`config.mk`:
```
export PLATFORM = sky130hd
export DESIGN_NAME = uart_rx
export DESIGN_NICKNAME = d
export VERILOG_FILES = /design/src/rtl/uart_pkg.sv /design/src/rtl/baud_tick_gen.sv /design/src/rtl/uart_rx.sv
export SDC_FILE = /design/constraint.sdc
export NUM_CORES = 1
export LEC_CHECK = 0
export ABC_AREA = 0
export CAP_MARGIN = 20
export CELL_PAD_IN_SITES_DETAIL_PLACEMENT = 0
export CELL_PAD_IN_SITES_GLOBAL_PLACEMENT = 1
export CORE_MARGIN = 2
export CORE_UTILIZATION = 39
export CTS_CLUSTER_SIZE = 28
export DETAILED_ROUTE_END_ITERATION = 8
export GPL_TIMING_DRIVEN = 1
export PLACE_DENSITY = 0.85
export SKIP_LAST_GASP = 1
export SLEW_MARGIN = 10
export SYNTH_ARGS = -nofsm -noshare
export SYNTH_HDL_FRONTEND = slang
export SYNTH_SLANG_ARGS = --single-unit
```
`constraint.sdc`:
```
create_clock -name CLK100MHZ -period 3.8 [get_ports CLK100MHZ]
set_clock_uncertainty 0.1 [all_clocks]
set_input_delay 0.76 -clock CLK100MHZ [delete_from_list [all_inputs] [get_ports CLK100MHZ]]
set_output_delay 0.76 -clock CLK100MHZ [all_outputs]
set_load 0.03 [all_outputs]
```
`src/rtl/uart_pkg.sv`:
```
// UART receiver shared definitions.
// Frame defaults, clock constant, FSM state type.
package uart_pkg;

  localparam int CLK_FREQ       = 100_000_000;
  localparam int DATA_BITS_DEF  = 8;
  localparam int OVERSAMPLE_DEF = 16;

  typedef enum logic [2:0] {
    IDLE,
    START,
    DATA,
    STOP,
    BREAK
  } rx_state_t;

endpackage

```
`src/rtl/baud_tick_gen.sv`:
```
// Free-running oversample tick generator.
// One tick per count_lim cycles; 0 or 1 ticks every cycle.
module baud_tick_gen (
  input  logic        CLK100MHZ,
  input  logic        reset,
  input  logic [11:0] count_lim,
  output logic        tick
);

  logic [11:0] cnt;
  logic        hit;

  // >= keeps a lowered limit from wrapping the counter
  assign hit = (count_lim <= 12'd1) ||
               (cnt >= count_lim - 12'd1);

  assign tick = hit;

  // Count up to the terminal value, then restart
  always_ff @(posedge CLK100MHZ) begin
    if (reset) begin
      cnt <= '0;
    end else if (hit) begin
      cnt <= '0;
    end else begin
      cnt <= cnt + 12'd1;
    end
  end

endmodule

```
`src/rtl/uart_rx.sv`:
```
// Oversampling UART receiver, LSB first.
// Mid-bit sampling, frame error and break handling.
module uart_rx
  import uart_pkg::*;
#(
  parameter int DATA_BITS  = DATA_BITS_DEF,
  parameter int OVERSAMPLE = OVERSAMPLE_DEF
) (
  input  logic                 CLK100MHZ,
  input  logic                 reset,
  input  logic [11:0]          count_lim,
  input  logic                 rx,
  output logic [DATA_BITS-1:0] data,
  output logic                 valid,
  output logic                 frame_err,
  output logic                 busy
);

  localparam int OS_W  = $clog2(OVERSAMPLE) + 1;
  localparam int BIT_W = $clog2(DATA_BITS + 1);

  localparam logic [OS_W-1:0] OS_MID =
    OS_W'(OVERSAMPLE / 2 - 1);
  localparam logic [OS_W-1:0] OS_END =
    OS_W'(OVERSAMPLE - 1);
  localparam logic [BIT_W-1:0] BIT_END =
    BIT_W'(DATA_BITS - 1);

  rx_state_t            state;
  logic [1:0]           sync;
  logic                 rx_s;
  logic                 rx_d;
  logic                 fall;
  logic                 tick;
  logic [OS_W-1:0]      os_cnt;
  logic [BIT_W-1:0]     bit_cnt;
  logic [DATA_BITS-1:0] shreg;

  baud_tick_gen u_tick (
    .CLK100MHZ (CLK100MHZ),
    .reset     (reset),
    .count_lim (count_lim),
    .tick      (tick)
  );

  assign rx_s = sync[1];
  assign fall = rx_d & ~rx_s;
  assign busy = (state != IDLE);

  // Two-flop synchronizer plus edge-detect history
  always_ff @(posedge CLK100MHZ) begin
    if (reset) begin
      sync <= 2'b11;
      rx_d <= 1'b1;
    end else begin
      sync <= {sync[0], rx};
      rx_d <= rx_s;
    end
  end

  // Frame FSM with registered strobes and data
  always_ff @(posedge CLK100MHZ) begin
    if (reset) begin
      state     <= IDLE;
      os_cnt    <= '0;
      bit_cnt   <= '0;
      shreg     <= '0;
      data      <= '0;
      valid     <= 1'b0;
      frame_err <= 1'b0;
    end else begin
      valid     <= 1'b0;
      frame_err <= 1'b0;
      case (state)
        IDLE: begin
          if (fall) begin
            state  <= START;
            os_cnt <= '0;
          end
        end
        START: begin
          if (tick) begin
            if (os_cnt == OS_MID) begin
              os_cnt  <= '0;
              bit_cnt <= '0;
              state   <= rx_s ? IDLE : DATA;
            end else begin
              os_cnt <= os_cnt + 1'b1;
            end
          end
        end
        DATA: begin
          if (tick) begin
            if (os_cnt == OS_END) begin
              os_cnt <= '0;
              shreg  <= {rx_s,
                         shreg[DATA_BITS-1:1]};
              if (bit_cnt == BIT_END) begin
                bit_cnt <= '0;
                state   <= STOP;
              end else begin
                bit_cnt <= bit_cnt + 1'b1;
              end
            end else begin
              os_cnt <= os_cnt + 1'b1;
            end
          end
        end
        STOP: begin
          if (tick) begin
            if (os_cnt == OS_END) begin
              os_cnt <= '0;
              if (rx_s) begin
                data  <= shreg;
                valid <= 1'b1;
                state <= IDLE;
              end else begin
                frame_err <= 1'b1;
                state     <= BREAK;
              end
            end else begin
              os_cnt <= os_cnt + 1'b1;
            end
          end
        end
        BREAK: begin
          if (rx_s) begin
            state <= IDLE;
          end
        end
        default: state <= IDLE;
      endcase
    end
  end

endmodule

```
* Yosys cells after proc, flatten, opt, wreduce, memory -nomap -nowiden
Cells that the tools add are included.
Storage, ports and cells: memory bits (read-only) 0, input bits 15, logic and storage cells 77, memories kept 0, output and inout port bits 11, latch bits 0, register bits 45, RAM bits 0
Cells by class: equal/unequal tests 17, divide/modulo/power cells 0, $mul 0, shift operators 0, $lt $le $gt $ge 2, bitwise gates (word level) 5, multiplexer cells 26, reductions and logical operators 13, $add $sub $neg 4
Operators by type and width (count):
- $mux W3 | 10
- $mux W5 | 5
- $mux W4 | 5
- $ne A2 B2 Y1 const B | 9
- $pmux W3 S5 | 1
- $pmux W5 S3 | 1
- $add A12 B1 Y12 const B | 1
- $ge A12 B12 Y1 | 1
- $le A12 B1 Y1 const B | 1
- $sub A12 B1 Y12 const B | 1
- $reduce_and A9 Y1 | 1
- $pmux W4 S2 | 1
- $reduce_and A4 Y1 | 2
- $eq A3 B2 Y1 const B | 2
- $reduce_bool A3 Y1 | 2
- $add A5 B1 Y5 const B | 1
- $eq A5 B3 Y1 const B | 1
- $eq A5 B4 Y1 const B | 1
- $reduce_and A5 Y1 | 1
- $add A4 B1 Y4 const B | 1
- $eq A4 B3 Y1 const B | 1
- $not A1 Y1 | 4
- $reduce_or A2 Y1 | 2
- $reduce_or A4 Y1 | 1
- other kinds (10) | 11

* Depth between registers and ports, before layout
word-level depth 5, depth in mapped cells 14, gate-level depth less buffers 13

* Cells and area by module
Synthesis repeated with hierarchy kept, for this count alone.
Second synthesis, totals: cell total of the unflattened synthesis 293, area total of the unflattened synthesis 2608.8 µm²
Modules (own cells, without submodules):
- uart_rx | times used 1, area each 1516.5 µm², seq. area each 660.6 µm², cells each 177
- baud_tick_gen | times used 1, area each 1092.3 µm², seq. area each 240.2 µm², cells each 116

* Worst setup path after synthesis
Ideal clock, no wire load.
path type input to register, start point input port count_lim[0], end point register state[1], setup time 0.122 ns, arrival time 3.813 ns, required time 3.578 ns, stages on the path 10, path buffers 0, path slack -0.235 ns, path through or3_1 > or3_1 > nor4_1 > xnor2_1 > ha_1 > and4_1 > a221oi_2 > nand3_2 > o311a_1 > a311o_1
Between the ends: cells in the longest elaborated chain, start to end 5, elaborated cells on any way between the ends 8, classes of those cells add/sub (1); order compare (2); eq/ne (3); reduce/logical (2)
Ends and longest elaborated chain:
- start, declared | line uart_rx.sv:11 | input logic [11:0] count_lim,
- $sub A12 B1 Y12 | line baud_tick_gen.sv:15 | (cnt >= count_lim - 12'd1);
- $ge A12 B12 Y1 | line baud_tick_gen.sv:15
- $logic_or A1 B1 Y1 * | line baud_tick_gen.sv:14 | assign hit = (count_lim <= 12'd1) ||
- $ne A2 B2 Y1 (no source line)
- $reduce_and A9 Y1 (no source line) *
- end signal, assigned | line uart_rx.sv:86 | state <= rx_s ? IDLE : DATA;
- end, declared | line uart_rx.sv:29 | rx_state_t state;
Mark *: on every way between the ends. The rest lies on a longest branch, timed or not. A chain may end at the register's enable or synchronous reset.

* Worst setup path in the final report
start point input port count_lim[1], end point register data[4]
Between the ends: cells in the longest elaborated chain, start to end 4, elaborated cells on any way between the ends 5, classes of those cells add/sub (1); order compare (2); reduce/logical (2)
Ends and longest elaborated chain:
- $sub A12 B1 Y12 | line baud_tick_gen.sv:15
- $ge A12 B12 Y1 | line baud_tick_gen.sv:15
- $logic_or A1 B1 Y1 * | line baud_tick_gen.sv:14
- $reduce_and A4 Y1 (no source line) *
- end signal, assigned | line uart_rx.sv:114 | data <= shreg;
- end, declared | line uart_rx.sv:13 | output logic [DATA_BITS-1:0] data,
Marks and branches as above.

==> results.sh <==
export IMPL_status="completed"
export IMPL_n_antenna_cell=0
export IMPL_pwr_share_comb=0.135
export IMPL_rows=29
export IMPL_synthDistinctLibCells=54
export IMPL_path_delay_family="simple AND/OR/NAND/NOR gates"
export IMPL_setup_viol=0
export IMPL_antenna_found_initial=0
export IMPL_layout_min_cycle_time_ns=3.65
export IMPL_worst_path_buf_inv=4
export IMPL_synth_seq_cells=45
export IMPL_drtIter0Drc=121
export IMPL_synthCells=282
export IMPL_grt_pass1_wl_um=9070
export IMPL_cp_common_cell="or3_4"
export IMPL_slowest_delay_ns=0.36
export IMPL_clockRootBuffer="clkbuf_8"
export IMPL_synth_main_ff_cell="dfxtp_1"
export IMPL_place_area_um2=3070
export IMPL_cts_max_level=2
export IMPL_gr_total_overflow=0
export IMPL_final_nets=371
export IMPL_start_util=0.403
export IMPL_insertion_delay_ns=0.32
export IMPL_fin_area_um2=3260
export IMPL_crit_required_ns=3.91
export IMPL_worst_pin_slew_ns=0.614
export IMPL_die_x_um=84.8
export IMPL_synth_area_leaders="dfxtp_1 35%, ha_1 9.3%, mux2i_1 7.9%"
export IMPL_first_pass_iters=4
export IMPL_preCtsSetupSlack_ns=-0.436
export IMPL_grt_pass1_vias=2027
export IMPL_startpoint_type="input pin"
export IMPL_synth_top_cell_area_share=0.354
export IMPL_io_buffers=25
export IMPL_hp_class="reg -> reg"
export IMPL_arrival_ns=3.76
export IMPL_p_clk_frac=0.339
export IMPL_ioPinCount=26
export IMPL_syn2layout_area_growth_pct=28.2
export IMPL_cts_tree="built"
export IMPL_yosys_warnings=0
export IMPL_cp_slowest_cell="or3_4"
export IMPL_power_density_nw_per_um2=284
export IMPL_hold_viol=0
export IMPL_synth_edf_count=0
export IMPL_nFillCells=610
export IMPL_p_switching_uw=253
export IMPL_grt_max_degree=31
export IMPL_max_slew_margin_rel=0.590
export IMPL_cp_cell_sequence="dlygate4sd2_1 > or3_4 > or3_4 > buf_6 > nor4_4 > xnor2_1 > ha_1 > and4_4 > o211ai_1 > buf_4 > a311oi_4 > buf_2 > mux2i_1 > nor2_1"
export IMPL_dp_hpwl_um=3790
export IMPL_via_per_inst=5.03
export IMPL_synthArstFlopShare=0
export IMPL_cts_clk_slew_worst_paths_ns=0.10
export IMPL_post_drt_wl_per_cell_um=12.4
export IMPL_dr_total_vias=2086
export IMPL_track_usage=0.154
export IMPL_fin_ws_ns=0.149
export IMPL_maxCapViolCount=0
export IMPL_finalWirelength_um=5130
export IMPL_peakVddDrop_v=0.000239
export IMPL_cts_buffers=5
export IMPL_ys_seq_area_frac=0.354
export IMPL_p_leak_uw=0.00126
export IMPL_ant_nets=0
export IMPL_dieArea_um2=7180
export IMPL_die_h_um=84.8
export IMPL_intPower_uw=673
export IMPL_cts_sinks=45
export IMPL_seq_power_share=0.526
export IMPL_syn_nets=316
export IMPL_max_freq_ghz=0.274
export IMPL_synth_largest_area_cell="dfxtp_1"
export IMPL_gp_congestion=0.783
export IMPL_clockBufferDepth=2
export IMPL_core_um2=6310
export IMPL_switching_share=0.273
export IMPL_slew_viol_final=0
export IMPL_drive_gt1_frac=0.178
export IMPL_setup_worst_path_end_class="flip-flop"
export IMPL_avgSynthCellArea_um2=9.02
export IMPL_postCtsHoldBufs=0
export IMPL_fin_crit_sh=0.961
export IMPL_drt_drc_violations_left=0
export IMPL_synth_cell_area_um2=2540
export IMPL_hold_ws_ns=0.325
export IMPL_crit_type="in -> reg"
export IMPL_fin_util=0.516
export IMPL_critical_path_peak_fanout=6
-- synth_stat cells, types with 2 or more instances --
cell      count
nand3_1      12
a21oi_1      10
mux2i_1      20
nor2b_1       3
o21ai_0       2
nor4_1        3
inv_1        13
a31oi_1       3
nand2b_1      8
xnor2_1      11
nand4b_1      2
nor3_1        5
o22ai_1       2
nand2_1      14
nor2_1       47
nor3b_1       5
or3_1         3
ha_1         19
xor2_1        9
dfxtp_1      45
or2_2         3
and3_1        3
nand3b_1      2
a31oi_4       2
clkbuf_1      7
-- what timing repair did --
| action | CTS | global route |
|---|---|---|
| endpoints found under the setup margin | 22 | 14 |
| pin swaps | 9 | 16 |
| gates resized for setup | 7 | 9 |
| buffers inserted | 3 | 3 |
| hold endpoints to repair | 0 | 0 |
| cloned | 0 | 1 |
-- metrics by stage --
stage / TNS (ns) / power (uW) / std cells
4_1_cts: 0 / 939 / 411
5_1_grt: -0.00226 / 972 / 415
3_5_place_dp: -11.97 / 622 / 400
3_3_place_gp: -8.99 / 620 / 400
6_report: 0 / 927 / 415
2_1_floorplan: 0 / 571 / 282
-- final timing paths --
| path | end | start | slack (ns) | cells past startpoint |
|---|---|---|---|---|
| hold reg to reg | sync[1]$_SDFF_PP1_ | sync[0]$_SDFF_PP1_ | 0.33 | 1 |
| hold / removal | sync[1]$_SDFF_PP1_ | sync[0]$_SDFF_PP1_ | 0.33 | 1 |
| setup reg to reg | state[1]$_SDFFE_PP0P_ | os_cnt[0]$_SDFFE_PP0P_ | 1.44 | 10 |
| setup / recovery | data[4]$_SDFFE_PP0P_ | count_lim[1] | 0.15 | 14 |
-- cell usage in the layout, fill, tap and decap left out, types with 4 or more instances in the layout --
master	instances
xnor2_1	11
buf_6	4
mux2i_1	20
nor3b_1	5
nand3_1	12
xor2_1	9
a21oi_1	9
dfxtp_1	45
nand2_1	14
clkdlybuf4s50_1	19
nor2_1	47
clkbuf_8	5
buf_4	27
nand2b_1	8
inv_1	13
ha_1	19
-- layout make-up --
| class | count | area (um^2) | share of cell area |
|---|---|---|---|
| multi-input combinational | 215 | 1610 | 0.495 |
| sequential | 45 | 901 | 0.276 |
| timing repair buffer | 57 | 508 | 0.156 |
| clock inverter | 3 | 25.0 | 0.00767 |
| clock buffer | 5 | 68.8 | 0.0211 |
| inverter | 13 | 48.8 | 0.0150 |
| tap | 77 | 96.3 | 0.0295 |
-- sequential cells by signal, indices dropped and copies added, names as in the netlist --
register / cells
bit_cnt: 4
rx_d: 1
shreg: 8
frame_err: 1
state: 3
valid: 1
sync: 2
os_cnt: 5
data: 8
u_tick.cnt: 12
-- power groups by stage --
stage               Sequential, uW  Clock (uW)  Combinational, uW
global route                   489         342                140
floorplan                      493           0               77.6
CTS                            488         327                124
detailed placement             499           0                123
global placement               498           0                122
finish                         488         314                125
-- layer usage --
metal,vias to the layer above,global-route usage,routed length [um]
met5,-,0,0
met4,0,0.0534,92
met1,947,0.201,2540
li1,1105,-,-
met3,8,0.0433,173
met2,26,0.245,2320
-- kinds of logic (layout without fill, tap and decap cells) --
logic type      Yosys count  count (layout)  share of synthesized area
simple gates            120             120                      0.245
flops                    45              45                      0.354
xor+xnor                 20              20                     0.0689
fa+ha+maj                19              19                     0.0935
mux                      20              20                     0.0787
compound gates           36              36                      0.122
buf+inv                  22              78                     0.0369
(Power assumes the default switching activity.)
